==> src/rtl/frog_move_decoder.sv <==
// frog_move_decoder: per-frame WASD/arrow keycode decoder with hold-to-repeat and a hop FIFO
// Optional feature macro FROG_AUTOREPEAT_EN: when defined, held keys auto-repeat after
// REPEAT_DELAY ticks and then every REPEAT_RATE ticks; otherwise one hop per press.
module frog_move_decoder #(
  parameter int REPEAT_DELAY = 20,
  parameter int REPEAT_RATE  = 6,
  parameter int FIFO_DEPTH   = 4
) (
  input  logic                          Clk,
  input  logic                          Reset,
  input  logic                          frame_clk,
  input  logic [15:0]                   keycode,
  input  logic                          move_ready,
  output logic                          move_valid,
  output logic [1:0]                    move_dir,
  output logic [$clog2(FIFO_DEPTH):0]   fifo_count,
  output logic                          overflow
);
  localparam int AW = $clog2(FIFO_DEPTH);
  if (REPEAT_DELAY < 1 || REPEAT_RATE < 1 || (FIFO_DEPTH & (FIFO_DEPTH - 1)) != 0) begin : g_bad_param
    $error("frog_move_decoder: illegal parameter value");
  end
  typedef enum logic [1:0] {IDLE, DELAY, REPEAT} state_t;
  state_t        state_q, state_d;
  logic [1:0]    held_q, held_d;
  logic          s1_q, s2_q, s3_q, tick_q;
  logic [1:0]    mem_q [FIFO_DEPTH];
  logic [AW-1:0] wr_q, rd_q;
  logic [AW:0]   cnt_q, cnt_d;
  logic [1:0]    last_q;
  logic          ovf_q;
  logic          k0_ok, k1_ok, key_ok;
  logic [1:0]    k0_dir, k1_dir, key_dir;
  logic          push, pop, full, wr_en;
`ifdef FROG_AUTOREPEAT_EN
  localparam int CW = $clog2((REPEAT_DELAY > REPEAT_RATE ? REPEAT_DELAY : REPEAT_RATE) + 1);
  logic [CW-1:0] rc_q, rc_d;
`endif

  function automatic logic [2:0] decode(input logic [7:0] k);
    case (k)
      8'h1A, 8'h52: decode = 3'b100;
      8'h16, 8'h51: decode = 3'b101;
      8'h04, 8'h50: decode = 3'b110;
      8'h07, 8'h4F: decode = 3'b111;
      default:      decode = 3'b000;
    endcase
  endfunction

  assign {k0_ok, k0_dir} = decode(keycode[7:0]);
  assign {k1_ok, k1_dir} = decode(keycode[15:8]);
  assign key_ok     = k0_ok | k1_ok;
  assign key_dir    = k0_ok ? k0_dir : k1_dir;
  assign move_valid = cnt_q != '0;
  assign move_dir   = move_valid ? mem_q[rd_q] : last_q;
  assign fifo_count = cnt_q;
  assign overflow   = ovf_q;
  assign full       = cnt_q == (AW+1)'(FIFO_DEPTH);
  assign pop        = move_valid & move_ready;
  assign wr_en      = push & (~full | pop);
  assign cnt_d      = cnt_q + {{AW{1'b0}}, wr_en} - {{AW{1'b0}}, pop};

  // Hop FSM: decides on each frame tick whether the held key produces a hop
  always_comb begin
    state_d = state_q;
    held_d  = held_q;
    push    = 1'b0;
`ifdef FROG_AUTOREPEAT_EN
    rc_d    = rc_q;
`endif
    if (tick_q) begin
      if (!key_ok) state_d = IDLE;
      else if (state_q == IDLE || key_dir != held_q) begin
        push    = 1'b1;
        held_d  = key_dir;
        state_d = DELAY;
`ifdef FROG_AUTOREPEAT_EN
        rc_d    = CW'(REPEAT_DELAY - 1);
`endif
      end
`ifdef FROG_AUTOREPEAT_EN
      else if (rc_q != '0) rc_d = rc_q - 1'b1;
      else begin
        push    = 1'b1;
        rc_d    = CW'(REPEAT_RATE - 1);
        state_d = REPEAT;
      end
`endif
    end
  end

  // All state: frame_clk synchroniser, FSM registers and hop FIFO
  always_ff @(posedge Clk) begin
    if (Reset) begin
      {s1_q, s2_q, s3_q, tick_q} <= '0;
      state_q <= IDLE;
      held_q  <= '0;
      wr_q    <= '0;
      rd_q    <= '0;
      cnt_q   <= '0;
      last_q  <= '0;
      ovf_q   <= 1'b0;
`ifdef FROG_AUTOREPEAT_EN
      rc_q    <= '0;
`endif
    end else begin
      s1_q    <= frame_clk;
      s2_q    <= s1_q;
      s3_q    <= s2_q;
      tick_q  <= s2_q & ~s3_q;
      state_q <= state_d;
      held_q  <= held_d;
      cnt_q   <= cnt_d;
`ifdef FROG_AUTOREPEAT_EN
      rc_q    <= rc_d;
`endif
      if (wr_en) begin
        mem_q[wr_q] <= key_dir;
        wr_q        <= wr_q + 1'b1;
      end
      if (pop) begin
        last_q <= mem_q[rd_q];
        rd_q   <= rd_q + 1'b1;
      end
      if (push && full && !pop) ovf_q <= 1'b1;
    end
  end
endmodule
==> config.mk <==
export PLATFORM = sky130hd
export DESIGN_NAME = frog_move_decoder
export DESIGN_NICKNAME = d
export VERILOG_FILES = /design/src/rtl/frog_move_decoder.sv
export SDC_FILE = /design/constraint.sdc
export NUM_CORES = 1
export LEC_CHECK = 0
export BUFFER_PORTS_ARGS = -buffer_cell sky130_fd_sc_hd__buf_2
export CAP_MARGIN = 20
export CORE_MARGIN = 2
export CORE_UTILIZATION = 30
export DETAILED_ROUTE_END_ITERATION = 8
export RECOVER_POWER = 50
export SLEW_MARGIN = 30
export SYNTH_ARGS = -nofsm -noshare
export SYNTH_HDL_FRONTEND = slang
export SYNTH_SLANG_ARGS = --single-unit
==> constraint.sdc <==
create_clock -name Clk -period 3.7 [get_ports Clk]
set_input_delay 0 -clock Clk [delete_from_list [all_inputs] [get_ports Clk]]
set_output_delay 0 -clock Clk [all_outputs]
set_load 0.01 [all_outputs]
After elaboration in Yosys (flattened, before gate mapping). Memory sizes are Yosys's and may differ from the RTL's. A register that Yosys moved wholly into a read port is not among the register bits. Cells that the tools add are included.

Add/subtract/negate cells: 4. Equal/unequal tests: 19. Multiplexer cells: 14. Bitwise logic cells: 7. Reduce and logical (&&, ||, !) cells: 16.

Operators with widths (number): $eq 8x7->1 const B (8); $eq 8x3->1 const B (4); $eq 8x5->1 const B (4); $pmux 3 s4 (2); $reduce_or 2->1 (8); $mux 2 (6); $mux 1 (6); $add 2x1->2 const B (2); $add 3x1->3 (1); $and 1x1->1 (3); $eq 3x3->1 const B (1); $reduce_and 3->1 (1); $reduce_bool 3->1 (1); $sub 3x1->3 (1); $logic_and 1x1->1 (2); $logic_not 2->1 (1); $ne 2x1->1 const B (1); $ne 2x2->1 (1); $not 1->1 (2); $or 1x1->1 (2); $reduce_and 2->1 (1); $logic_not 1->1 (1); $logic_or 1x1->1 (1).

Register bits: 18. RAM bits: 8. Input port bits: 20. Output and inout bits: 7. Word-level logic and storage cells: 72. Memories: 1.

Memory list: mem_q (depth 4, width 2, rd ports 1, clocked after Yosys merged registers in 1, wr ports 1, RTL line 27) `logic [1:0] mem_q [FIFO_DEPTH];`.

Logic depth before layout (Yosys ltp).
Word-level depth: 13. Depth in mapped cells: 13. Mapped depth without buffers: 12.

Worst setup path before layout. OpenSTA, ideal clock, no wires.

Kind: input -> register. Start: input port keycode[14]. End: register cnt_q[2], in the netlist fifo_count[2]. Setup time: 0.128 ns. Arrival: 2.707 ns. Required time: 3.572 ns. Slack: 0.865 ns. Stages: 13. Path buffers: 1. Cell sequence: clkbuf_1 -> or3b_1 -> a2111oi_0 -> o21a_1 -> a21o_4 -> xor2_4 -> o311ai_0 -> a21bo_1 -> ha_1 -> fa_1 -> xnor2_1 -> xnor2_1 -> nor2_1.

Cells in the longest elaborated chain, start to end: 12. Elaborated cells on any way between the ends: 23. Classes of those cells: add/sub: 2; eq/ne: 9; mux: 5; bitwise: 2; reduce/logical: 5.

Ends and longest elaborated chain: start, declared (RTL line 12) `input logic [15:0] keycode,`; $eq 8x3->1, or another cell as far along (RTL line 41) `case (k)`; $reduce_or 2->1 (RTL line 41); $pmux 3 s4 (*) (RTL line 41); $mux 2 (*) (RTL line 53) `assign key_dir = k0_ok ? k0_dir : k1_dir;`; net key_dir[1] (RTL line 33) `logic [1:0] k0_dir, k1_dir, key_dir;`; $ne 2x2->1 (*) (RTL line 73) `else if (state_q == IDLE || key_dir != held_q) begin`; $logic_or 1x1->1 (*) (RTL line 73); $mux 1 (*) (RTL line 73); $mux 1 (*) (RTL line 72) `if (!key_ok) state_d = IDLE;`; $mux 1 (*) (RTL line 71) `if (tick_q) begin`; $and 1x1->1 (*) (RTL line 60) `assign wr_en = push & (~full | pop);`; $add 3x1->3 (*) (RTL line 61) `assign cnt_d = cnt_q + {{AW{1'b0}}, wr_en} - {{AW{1'b0}}, pop};`; $sub 3x1->3 (*) (RTL line 61); end signal, assigned (RTL line 113) `cnt_q <= cnt_d;`; end, declared (RTL line 29) `logic [AW:0] cnt_q, cnt_d;`.

Mark *: on every way through the listed nets, which the timed path passes. The rest lies on a longest branch. A chain may end at the register's enable or synchronous reset.

Worst setup path after layout.
Start: input port keycode[2]. End: register cnt_q[2], in the netlist fifo_count[2].

The elaborated chain is that of the path after synthesis.

==> flow_summary.toml <==
[synth]
postSynth.asyncResetShare = 0
synth_cell_types = 50
synth_top_area_cell = "dfxtp_1"
synth.area.top_cells = "dfxtp_1, edfxtp_1, ha_1"
syn_avg_cell_area_um2 = 10.43
ys_ff_latch = 27
syn_area_um2 = 1597
synth_most_common_cell = "dfxtp_1"
synth_ff_type = "dfxtp_1"
synth-edff-count = 8
ys_seq_area_frac = 0.3887
synthCells = 153
ys.warnings.count = 0
syn-num-nets = 179
synthTopCellsByCount = "dfxtp_1, nor2_1, nand2_1"
synth_top_area_frac = 0.2382

[detailed_routing]
ant_nets = 0
drt_first_iter_violations = 32
vias_per_cell = 4.702
routed_wl_um = 2835
wl_met2_um = 1314
top_layer = "met4"
vias = 1166
firstDrtPassIters = 4
drc = 0
drt-met1-wl_um = 1337
routedWlPerCell_um = 11.43
wl_met3_um = 144

[power_and_ir_drop]
leakage_nw = 0.6922
power.density_nw_per_um2 = 446.5
irDropWorstVdd_v = 0.0001930

[placement]
place_hpwl_um = 2209
io_buffers = 26
place_area_um2 = 1788
gp_congestion = 0.7505

[worst_hold_path]
holdCritPathClass = "in -> reg"
holdPathStages = 4
worstHoldStart = "move_ready"

[setup_path]
crit_start = "keycode[2]"
critical_path_required_ns = 3.85
r2r-start = "fifo_count[1]$_SDFF_PP0_"
crit_arrival_ns = 3.19
cp-end-kind = "flip-flop"
critical_path_class = "in -> reg"
startpoint_type = "input port"
reg2reg_depth = 8
path_max_fanout = 6

[floorplan]
io_pins = 27
rows = 26
start_util = 0.3126
core_um2 = 5107
die_w_um = 76.95
die_y_um = 76.95
die_area_um2 = 5921

[timing]
slew_viol_final = 0
period_share = 0.8215
finClkSkew_ns = 0.001072
hold_viol_final = 0
final.setup.tns_ns = 0
rsz0062_at_grt = "no"
relSlewSlack = 0.3920
setup-violations-final = 0
fmax_mhz = 329.0
tightestPinTransition_ns = 0.9002
period_minus_slack_ns = 3.039

[global_routing]
grt_max_degree = 24
grt_overflow = 0
grt_first_pass_wirelength_um = 4919
antenna_found_initial = 0
grt_pass1_vias = 1122
gr-usage-all-layers = 0.1009

[clock_tree]
clk_latency_ns = 0.27
cts_setup_buffers = 0
cts_tree = "done"
htreeDepth = 1
numCtsBuffers = 3
root_buffer = "clkbuf_8"
clock_sinks = 27
cts.path.max_buffers = 2
path_clk_slew_ns = 0.08

[job]
maxCapViolCount = 0

[layout]
area_delta_synth_final_pct = 13.24
layout.nets = 205
num_antenna_cells = 0
fin_area_um2 = 1808
drive_above_1_share = 0.1966

[run_status]
outcome = "complete, no violations"
report_power, final:
| group | switching, mW | total, mW | internal [mW] |
|---|---|---|---|
| sequential | 0.0313 | 0.372 | 0.341 |
| combinational | 0.139 | 0.273 | 0.134 |
| clock | 0.0848 | 0.162 | 0.0771 |
| total | 0.255 | 0.807 | 0.552 |
final timing paths:
kind	endpoint	slack, ns
setup / recovery	fifo_count[2]$_SDFF_PP0_	0.66
hold / removal	last_q[1]$_SDFFE_PP0P_	0.11
setup reg to reg	fifo_count[2]$_SDFF_PP0_	1.32
hold reg to reg	tick_q$_SDFF_PP0_	0.39
routing by layer:
layer	global-route usage	up-vias
met5	0	-
met4	0.02727	0
met3	0.02824	4
met2	0.1763	31
li1	-	601
met1	0.1209	530
flip-flops by register name, summed over array words and instances, names as in the netlist, named ones only:
| name | cells |
|---|---|
| state_q | 1 |
| s3_q | 1 |
| rd_q | 2 |
| fifo_count | 3 |
| wr_q | 2 |
| mem_q | 8 |
| held_q | 2 |
| tick_q | 1 |
| overflow | 1 |
| s1_q | 1 |
| last_q | 2 |
| s2_q | 1 |
timing repair:
action,CTS,global route
setup endpoints to repair,0,0
gates resized for setup,0,0
hold buffers,1,0
endpoints found under the hold margin,1,0
cell type report:
type                       count  area [um^2]
clock buffer                   4        45.04
inverter                       8        30.03
timing repair buffer          27        131.4
tap                           70        87.58
multi-input combinational    112        893.4
fill                         531         3299
sequential                    27        620.6
cells by family after synthesis:
logic type	count (synthesis)	share of synthesized area
compound gates	20	0.1285
flops	27	0.3887
buf+inv	14	0.03527
xor+xnor	10	0.07132
simple gates	70	0.2665
mux	6	0.05799
fa+ha+maj	6	0.05172
stage by stage:
| stage | hold slack (ns) | utilization | total power [mW] | worst slack (ns) | std cells |
|---|---|---|---|---|---|
| finish | 0.1069 | 0.3540 | 0.8073 | 0.6606 | 248 |
| detailed placement | 0.2117 | 0.3501 | 0.6612 | 0.6386 | 243 |
| global placement | 0.2104 | 0.3501 | 0.6550 | 0.6008 | 243 |
| global route | 0.1233 | 0.3540 | 0.8677 | 0.3760 | 248 |
| floorplan | 0.07912 | - | 0.5789 | 0.8654 | 153 |
| CTS | 0.09888 | 0.3609 | 0.8228 | 0.9252 | 248 |
layout by cell type, fill, tap and decap left out, types with 2 or more instances in the layout:
cell type,instances
edfxtp_1,8
nand2b_1,5
o31ai_1,3
xnor2_1,5
clkbuf_8,3
inv_1,8
mux4_2,2
nor3b_1,7
nor4_1,4
nor2b_1,6
o311ai_0,2
dfxtp_1,19
nor3_1,5
clkbuf_1,8
xor2_1,3
nand2_1,11
nor2_1,14
ha_1,5
nor4b_1,3
nand3_1,3
buf_2,19
mux2_2,2
a21oi_1,4
critical path, cell delays in order:
cell and delay [ns]:
clkbuf_1 0.12, nor4b_2 0.49, a22oi_1 0.22, o311ai_4 0.25, o21ai_0 0.34, xor2_2 0.28
o311ai_0 0.34, a21bo_1 0.24, ha_1 0.18, fa_1 0.37, xnor2_1 0.17, xnor2_1 0.13
nor2_1 0.05
No activity file was read; power rests on OpenSTA's default activity.
